--- src/rtl/bus_requester_pkg.sv ---
// rtl/bus_requester_pkg.sv - shared encodings and constants for the bus requester
package bus_requester_pkg;

    // Word-count field width, shared with the arbiter and the uart data path.
    localparam int BUS_WORD_CNT_W = 4;

    // Active levels of the arbiter handshake lines.
    localparam logic REQ_ENABLE   = 1'b1;
    localparam logic FREE_ENABLE  = 1'b1;
    localparam logic GRANT_ENABLE = 1'b1;

    typedef enum logic [2:0] {
        REQ_STATE_IDLE      = 3'd0,
        REQ_STATE_REQ       = 3'd1,
        REQ_STATE_XFER      = 3'd2,
        REQ_STATE_RELEASE   = 3'd3,
        REQ_STATE_WAIT_DROP = 3'd4
    } req_state_e;

endpackage

--- src/rtl/bus_requester_if.sv ---
// rtl/bus_requester_if.sv - requester/arbiter handshake bundle
// Signals: bus_req (request), bus_grant (grant), bus_word_number (word count,
// valid while granted), bus_free (one-cycle release pulse).
// master: requester side; slave: arbiter side.
interface bus_requester_if #(
    parameter int CNT_W = 4
) ();
    logic             bus_req;
    logic             bus_grant;
    logic [CNT_W-1:0] bus_word_number;
    logic             bus_free;

    modport master (output bus_req, output bus_free,
                    input  bus_grant, input bus_word_number);
    modport slave  (input  bus_req, input bus_free,
                    output bus_grant, output bus_word_number);
endinterface

--- src/rtl/bus_requester_skid.sv ---
// rtl/bus_requester_skid.sv - one-entry valid/ready register between client and tx path
// Ports: clk, resetn (async active-low), flush (drop held word), accept_en
// (top-level gate on taking new words), cli_data/cli_valid/cli_ready (client
// side), tx_data/tx_valid/tx_ready (uart side).
module bus_requester_skid #(
    parameter int DATA_W = 32
) (
    input  logic              clk,
    input  logic              resetn,
    input  logic              flush,
    input  logic              accept_en,
    input  logic [DATA_W-1:0] cli_data,
    input  logic              cli_valid,
    output logic              cli_ready,
    output logic [DATA_W-1:0] tx_data,
    output logic              tx_valid,
    input  logic              tx_ready
);

    // The register can take a word when empty or emptying this cycle.
    assign cli_ready = accept_en && (!tx_valid || tx_ready);

    always_ff @(posedge clk or negedge resetn) begin
        if (!resetn) begin
            tx_valid <= 1'b0;
            tx_data  <= '0;
        end else if (flush) begin
            tx_valid <= 1'b0;
        end else if (cli_valid && cli_ready) begin
            tx_valid <= 1'b1;
            tx_data  <= cli_data;
        end else if (tx_ready) begin
            tx_valid <= 1'b0;
        end
    end

endmodule

--- src/rtl/bus_requester.sv ---
// rtl/bus_requester.sv - per-client bus master: request, forward granted word count, release
// Ports: clk, resetn (async active-low), start/busy/done (client control),
// bus (bus_requester_if.master toward the arbiter), cli_* (client words in),
// tx_* (words out to the uart path), timeout_err (sticky, only with
// BUS_REQUESTER_GRANT_TIMEOUT_EN defined).
// Optional feature macro: BUS_REQUESTER_GRANT_TIMEOUT_EN.
module bus_requester
    import bus_requester_pkg::*;
#(
    parameter int DATA_W  = 32,
    parameter int CNT_W   = BUS_WORD_CNT_W,
    parameter int TIMEOUT = 255
) (
    input  logic              clk,
    input  logic              resetn,
    input  logic              start,
    output logic              busy,
    output logic              done,
    bus_requester_if.master   bus,
    input  logic [DATA_W-1:0] cli_data,
    input  logic              cli_valid,
    output logic              cli_ready,
    output logic [DATA_W-1:0] tx_data,
    output logic              tx_valid,
    input  logic              tx_ready
`ifdef BUS_REQUESTER_GRANT_TIMEOUT_EN
    ,
    output logic              timeout_err
`endif
);

    req_state_e       state, state_nxt;
    logic [CNT_W-1:0] cnt;
    logic             grant_on;
    logic             tx_hs;
    logic             last_word;
    logic             abort;
    logic             room;
    logic             accept_en;
    logic             timeout_hit;

    assign grant_on  = (bus.bus_grant == GRANT_ENABLE);
    assign tx_hs     = tx_valid && tx_ready;
    assign last_word = tx_hs && (cnt == CNT_W'(1));
    assign abort     = (state == REQ_STATE_XFER) && !grant_on;
    // cnt includes the word already held, so a full register needs cnt >= 2
    // before another word may be taken.
    assign room      = tx_valid ? (cnt > CNT_W'(1)) : (cnt != '0);
    assign accept_en = (state == REQ_STATE_XFER) && grant_on && room;

`ifdef BUS_REQUESTER_GRANT_TIMEOUT_EN
    localparam logic [7:0] WAIT_LAST = 8'(TIMEOUT - 1);
    logic [7:0] wait_cnt;

    assign timeout_hit = (state == REQ_STATE_REQ) && !grant_on && (wait_cnt == WAIT_LAST);

    always_ff @(posedge clk or negedge resetn) begin
        if (!resetn) begin
            wait_cnt    <= '0;
            timeout_err <= 1'b0;
        end else begin
            wait_cnt    <= (state == REQ_STATE_REQ && !timeout_hit) ? wait_cnt + 8'd1 : 8'd0;
            timeout_err <= timeout_err | timeout_hit;
        end
    end
`else
    // REQ never times out in this build.
    assign timeout_hit = 1'b0 & (TIMEOUT != 0);
`endif

    always_ff @(posedge clk or negedge resetn) begin
        if (!resetn) begin
            state <= REQ_STATE_IDLE;
        end else begin
            state <= state_nxt;
        end
    end

    always_comb begin
        state_nxt = state;
        case (state)
            REQ_STATE_IDLE:
                // done high means we just left WAIT_DROP; that start is dropped.
                if (start && !done) state_nxt = REQ_STATE_REQ;
            REQ_STATE_REQ:
                if (grant_on)
                    state_nxt = (bus.bus_word_number == '0) ? REQ_STATE_RELEASE : REQ_STATE_XFER;
                else if (timeout_hit)
                    state_nxt = REQ_STATE_IDLE;
            REQ_STATE_XFER:
                if (!grant_on)      state_nxt = REQ_STATE_IDLE;
                else if (last_word) state_nxt = REQ_STATE_RELEASE;
            REQ_STATE_RELEASE:
                state_nxt = REQ_STATE_WAIT_DROP;
            REQ_STATE_WAIT_DROP:
                if (!grant_on) state_nxt = REQ_STATE_IDLE;
            default:
                state_nxt = REQ_STATE_IDLE;
        endcase
    end

    always_comb begin
        busy         = (state != REQ_STATE_IDLE);
        bus.bus_req  = (state == REQ_STATE_REQ) ? REQ_ENABLE : !REQ_ENABLE;
        bus.bus_free = (state == REQ_STATE_RELEASE) ? FREE_ENABLE : !FREE_ENABLE;
    end

    always_ff @(posedge clk or negedge resetn) begin
        if (!resetn) begin
            cnt  <= '0;
            done <= 1'b0;
        end else begin
            done <= (state == REQ_STATE_WAIT_DROP) && !grant_on;
            if (state == REQ_STATE_REQ && grant_on)
                cnt <= bus.bus_word_number;
            else if (abort)
                cnt <= '0;
            else if (state == REQ_STATE_XFER && tx_hs)
                cnt <= cnt - CNT_W'(1);
        end
    end

    bus_requester_skid #(.DATA_W(DATA_W)) u_skid (
        .clk       (clk),
        .resetn    (resetn),
        .flush     (abort),
        .accept_en (accept_en),
        .cli_data  (cli_data),
        .cli_valid (cli_valid),
        .cli_ready (cli_ready),
        .tx_data   (tx_data),
        .tx_valid  (tx_valid),
        .tx_ready  (tx_ready)
    );

endmodule

--- src/flat_wrapper.sv ---
// flat-port wrapper written by rule: the top's interface ports become plain ports
module bus_requester_flat import bus_requester_pkg::*;
#(
    parameter int DATA_W  = 32,
    parameter int CNT_W   = BUS_WORD_CNT_W,
    parameter int TIMEOUT = 255
)
  (clk, resetn, start, busy, done, cli_data, cli_valid, cli_ready, tx_data, tx_valid, tx_ready, bus_bus_req, bus_bus_free, bus_bus_grant, bus_bus_word_number);
  bus_requester_if #(.CNT_W(CNT_W)) bus_i ();
  input  logic clk;
  input  logic resetn;
  input  logic start;
  output logic busy;
  output logic done;
  input  logic [DATA_W-1:0] cli_data;
  input  logic cli_valid;
  output logic cli_ready;
  output logic [DATA_W-1:0] tx_data;
  output logic tx_valid;
  input  logic tx_ready;
  output wire logic [$bits(bus_i.bus_req)-1:0] bus_bus_req;
  output wire logic [$bits(bus_i.bus_free)-1:0] bus_bus_free;
  input wire logic [$bits(bus_i.bus_grant)-1:0] bus_bus_grant;
  input wire logic [$bits(bus_i.bus_word_number)-1:0] bus_bus_word_number;
  assign bus_bus_req = bus_i.bus_req;
  assign bus_bus_free = bus_i.bus_free;
  assign bus_i.bus_grant = bus_bus_grant;
  assign bus_i.bus_word_number = bus_bus_word_number;
  bus_requester #(.DATA_W(DATA_W), .CNT_W(CNT_W), .TIMEOUT(TIMEOUT)) u_core (.clk(clk), .resetn(resetn), .start(start), .busy(busy), .done(done), .bus(bus_i), .cli_data(cli_data), .cli_valid(cli_valid), .cli_ready(cli_ready), .tx_data(tx_data), .tx_valid(tx_valid), .tx_ready(tx_ready));
endmodule
--- config.mk ---
export PLATFORM = sky130hd
export DESIGN_NAME = bus_requester_flat
export DESIGN_NICKNAME = d
export VERILOG_FILES = /design/src/rtl/bus_requester_pkg.sv /design/src/rtl/bus_requester_if.sv /design/src/rtl/bus_requester_skid.sv /design/src/rtl/bus_requester.sv /design/src/flat_wrapper.sv
export SDC_FILE = /design/constraint.sdc
export NUM_CORES = 1
export LEC_CHECK = 0
export CELL_PAD_IN_SITES_DETAIL_PLACEMENT = 1
export CELL_PAD_IN_SITES_GLOBAL_PLACEMENT = 1
export CORE_ASPECT_RATIO = 0.9
export CORE_MARGIN = 3
export CORE_UTILIZATION = 30
export DETAILED_ROUTE_END_ITERATION = 10
export GPL_ROUTABILITY_DRIVEN = 0
export PLACE_DENSITY_LB_ADDON = 0.15
export SETUP_SLACK_MARGIN = 0.02
export SLEW_MARGIN = 0
export SYNTH_ARGS = -nofsm -noshare
export SYNTH_HDL_FRONTEND = slang
export SYNTH_HIERARCHICAL = 1
export SYNTH_SLANG_ARGS = --single-unit
--- constraint.sdc ---
create_clock -name clk -period 1.67 [get_ports clk]
set_input_delay 0.334 -clock clk [delete_from_list [all_inputs] [get_ports clk]]
set_output_delay 0.334 -clock clk [all_outputs]
set_load 0.01 [all_outputs]
==> flow_summary.json <==
{
  "vias_per_cell": 4.53,
  "grt_pass1_wl_um": 8870,
  "busiest_layer": "met2",
  "cap_viol_max_count": 0,
  "cts_sinks": 41,
  "final_util_pct": 51.7,
  "critPathRequiredTime_ns": 1.84,
  "io_buffer_count": 79,
  "synth-edff-count": 0,
  "fp.coreArea_mm2": 0.00628,
  "nNetsFinal": 294,
  "criticalPathCategory": "reg -> reg",
  "vdd_drop_max_mv": 0.681,
  "antenna_found_initial": 0,
  "cpPeakStageDelay_ns": 0.39,
  "async_flop_share_pct": 100,
  "grt_util_all_layers_pct": 14.6,
  "max-clock-path-buffers": 2,
  "min_period_ns": 1.90,
  "use_met1_pct": 18.3,
  "wire_per_inst_um": 16.5,
  "finalSetupViolations": 36,
  "route.vias.total": 1527,
  "synth_compound_area_share_pct": 6.52,
  "dpl.cell_count": 321,
  "synth_ff_type": "dfrtp_1",
  "cts-root-buf": "clkbuf_8",
  "h-tree-depth": 2,
  "muxShareOfSynthArea_pct": 23.5,
  "die_height_um": 83.4,
  "synth_area_mm2": 0.00199,
  "syn_inst": 137,
  "slew_headroom_pct": 65.2,
  "grt_pass1_vias": 1728,
  "cp_slowest_cell": "dfrtp_1",
  "yosysUniqueCellTypes": 39,
  "layout_setup_ws_ns": -0.233,
  "area_growth_pct": 62.7,
  "power_leakage_nw": 1.56,
  "yosysSeqAreaShare_pct": 51.4,
  "cts_buffers": 5,
  "cts.clk_slew.worst_paths_ns": 0.08,
  "use_met3_pct": 4.17,
  "synthAdderAreaFrac_pct": 1.88,
  "yosys.area_share.xor_xnor_pct": 0.878,
  "ys_warn_count": 6,
  "dieArea_mm2": 0.00766,
  "finalHoldViolCount": 0,
  "syn_avg_cell_area_um2": 14.6,
  "globalRouteOverflowTotal": 0,
  "io_pins": 80,
  "grt_max_degree": 23,
  "ys_seq_elements": 41,
  "tns_ns": -7.05,
  "path_max_fanout": 20,
  "hold_path.class": "in -> async",
  "whs_ns": 0.0101,
  "met2_usage_pct": 24.7,
  "min_period_over_period_pct": 114,
  "crit_chain": "nor3b_2 -> and2_1 -> a21boi_2 -> buf_4 -> nand4b_4 -> buf_12 -> mux2_4",
  "finalClockSkew_ns": 0.00733,
  "drive_above_1_share_pct": 39.2,
  "dpl.hpwl_um": 4200,
  "ant_nets": 0,
  "max_freq_ghz": 0.525,
  "num_rows": 27,
  "worst_setup_path_end_kind": "register",
  "wirelength_um": 5570,
  "synth_top_family_by_area": "multiplexers",
  "start_util_pct": 31.7,
  "critPathLaunchType": "register",
  "violations": "negative setup slack",
  "fin_cells": 337,
  "dieWidth_um": 91.9,
  "cts_tree": "done",
  "rsz0062_at_grt": "true",
  "tightest_slew_ns": 0.523,
  "slew_viol_final": 0,
  "worstPathArrival_ns": 2.08,
  "yosys.area_share.simple_pct": 12.2,
  "num_antenna_cells": 0,
  "first_pass_iters": 4,
  "fill_cells": 660,
  "clk_latency_ns": 0.29,
  "status": "complete, but fails checks",
  "powerDensity_mw_per_mm2": 1730,
  "drt_iter0_markers": 20,
  "synth_nets": 182,
  "drcViolationCount": 0
}
-- cells in the final DEF (no fill, tap or decap), types with 2 or more instances in the layout --
cell	count
nor2_1	3
a31oi_1	2
nand2_1	2
xnor2_1	2
mux2_2	3
clkdlybuf4s50_1	73
buf_2	3
inv_2	3
dfrtp_1	41
clkbuf_8	5
and2_1	3
buf_12	3
ha_2	3
buf_6	4
and2_4	2
clkinv_2	2
mux2_4	29
nor3_1	3
buf_4	26
a21o_1	3
o22a_1	2
-- synthesized netlist by cell type (all sizes together), types with 3 or more instances --
library cell  count  area (um^2)
dfrtp            41         1030
mux2             32          469
buf               6         55.1
and2              5         31.3
nor2              5         18.8
inv               4         15.0
a21o              3         22.5
ha                3         37.5
nor3              3         15.0
-- registers in the layout, indices dropped and copies added, names as in the netlist --
signal and cells:
u_core/cnt 4, u_core/done 1, u_core/state 3, u_core/u_skid/tx_data 32, u_core/u_skid/tx_valid 1
-- routing by layer --
| metal | vias to the layer above | part of all wire (%) |
|---|---|---|
| met5 | - | 0 |
| met4 | 0 | 0.63 |
| met3 | 4 | 5.2 |
| met2 | 53 | 51 |
| met1 | 755 | 43 |
| li1 | 715 | - |
-- critical path, delay by kind of cell (launching register included) --
kind | cells | cell delay, ns
mux | 1 | 0.31
compound gates | 1 | 0.16
buf+inv | 2 | 0.33
flops | 1 | 0.39
simple gates | 3 | 0.57
-- stage by stage --
stage,total power [mW],instance area [um^2],setup WS [ns]
5_1_grt,5.98,3250,-0.323
4_1_cts,5.60,3200,-0.216
3_5_place_dp,4.77,3060,-0.475
3_3_place_gp,4.64,3060,-0.436
2_1_floorplan,3.21,2000,-0.107
6_report,5.62,3250,-0.233
-- repair_timing --
item	4_1_cts	5_1_grt
pin swaps	2	4
hold buffers	0	0
setup endpoints to repair	38	39
cloned	0	0
gates resized for setup	33	6
setup buffers	4	5
-- kinds of logic (layout without fill, tap and decap cells) --
kind of cell,count (synthesis),count (layout)
flip-flops,41,41
AO/OA/AOI/OAI,18,18
buffers and inverters,10,123
XOR/XNOR,2,2
AND/OR/NAND/NOR,31,31
multiplexers,32,32
adder cells (fa/ha/maj),3,3
-- where the power goes --
group	total [mW]	internal, mW	leakage, nW	switching, mW
sequential	1.75	1.46	0.522	0.287
clock	0.624	0.288	0.0439	0.336
combinational	3.24	2.05	0.990	1.19
-- final cells by class --
type                    instances  area [um^2]  area share (%)
multi-input cells              86          940            29.0
well taps                      87          109            3.35
clock inverters                 3         17.5           0.540
repair buffers                111         1070            33.0
clock buffers                   5         68.8            2.12
inverters                       4         15.0           0.463
flip-flops and latches         41         1030            31.6
-- worst paths after layout --
check | from | to | slack [ns] | cells after the start
max | u_core/state[2] | u_core/u_skid/tx_data[17] | -0.23 | 7
min | resetn | u_core/u_skid/tx_data[9] | 0.01 | 1
max reg2reg | u_core/state[2] | u_core/u_skid/tx_data[17] | -0.23 | 7
min reg2reg | u_core/u_skid/tx_data[22] | u_core/u_skid/tx_data[22] | 0.52 | 1
max in group asynchronous | resetn | u_core/u_skid/tx_data[17] | 1.16 | 2
min in group clk | u_core/u_skid/tx_data[22] | u_core/u_skid/tx_data[22] | 0.52 | 1
Power figures use the tool's default switching activity.
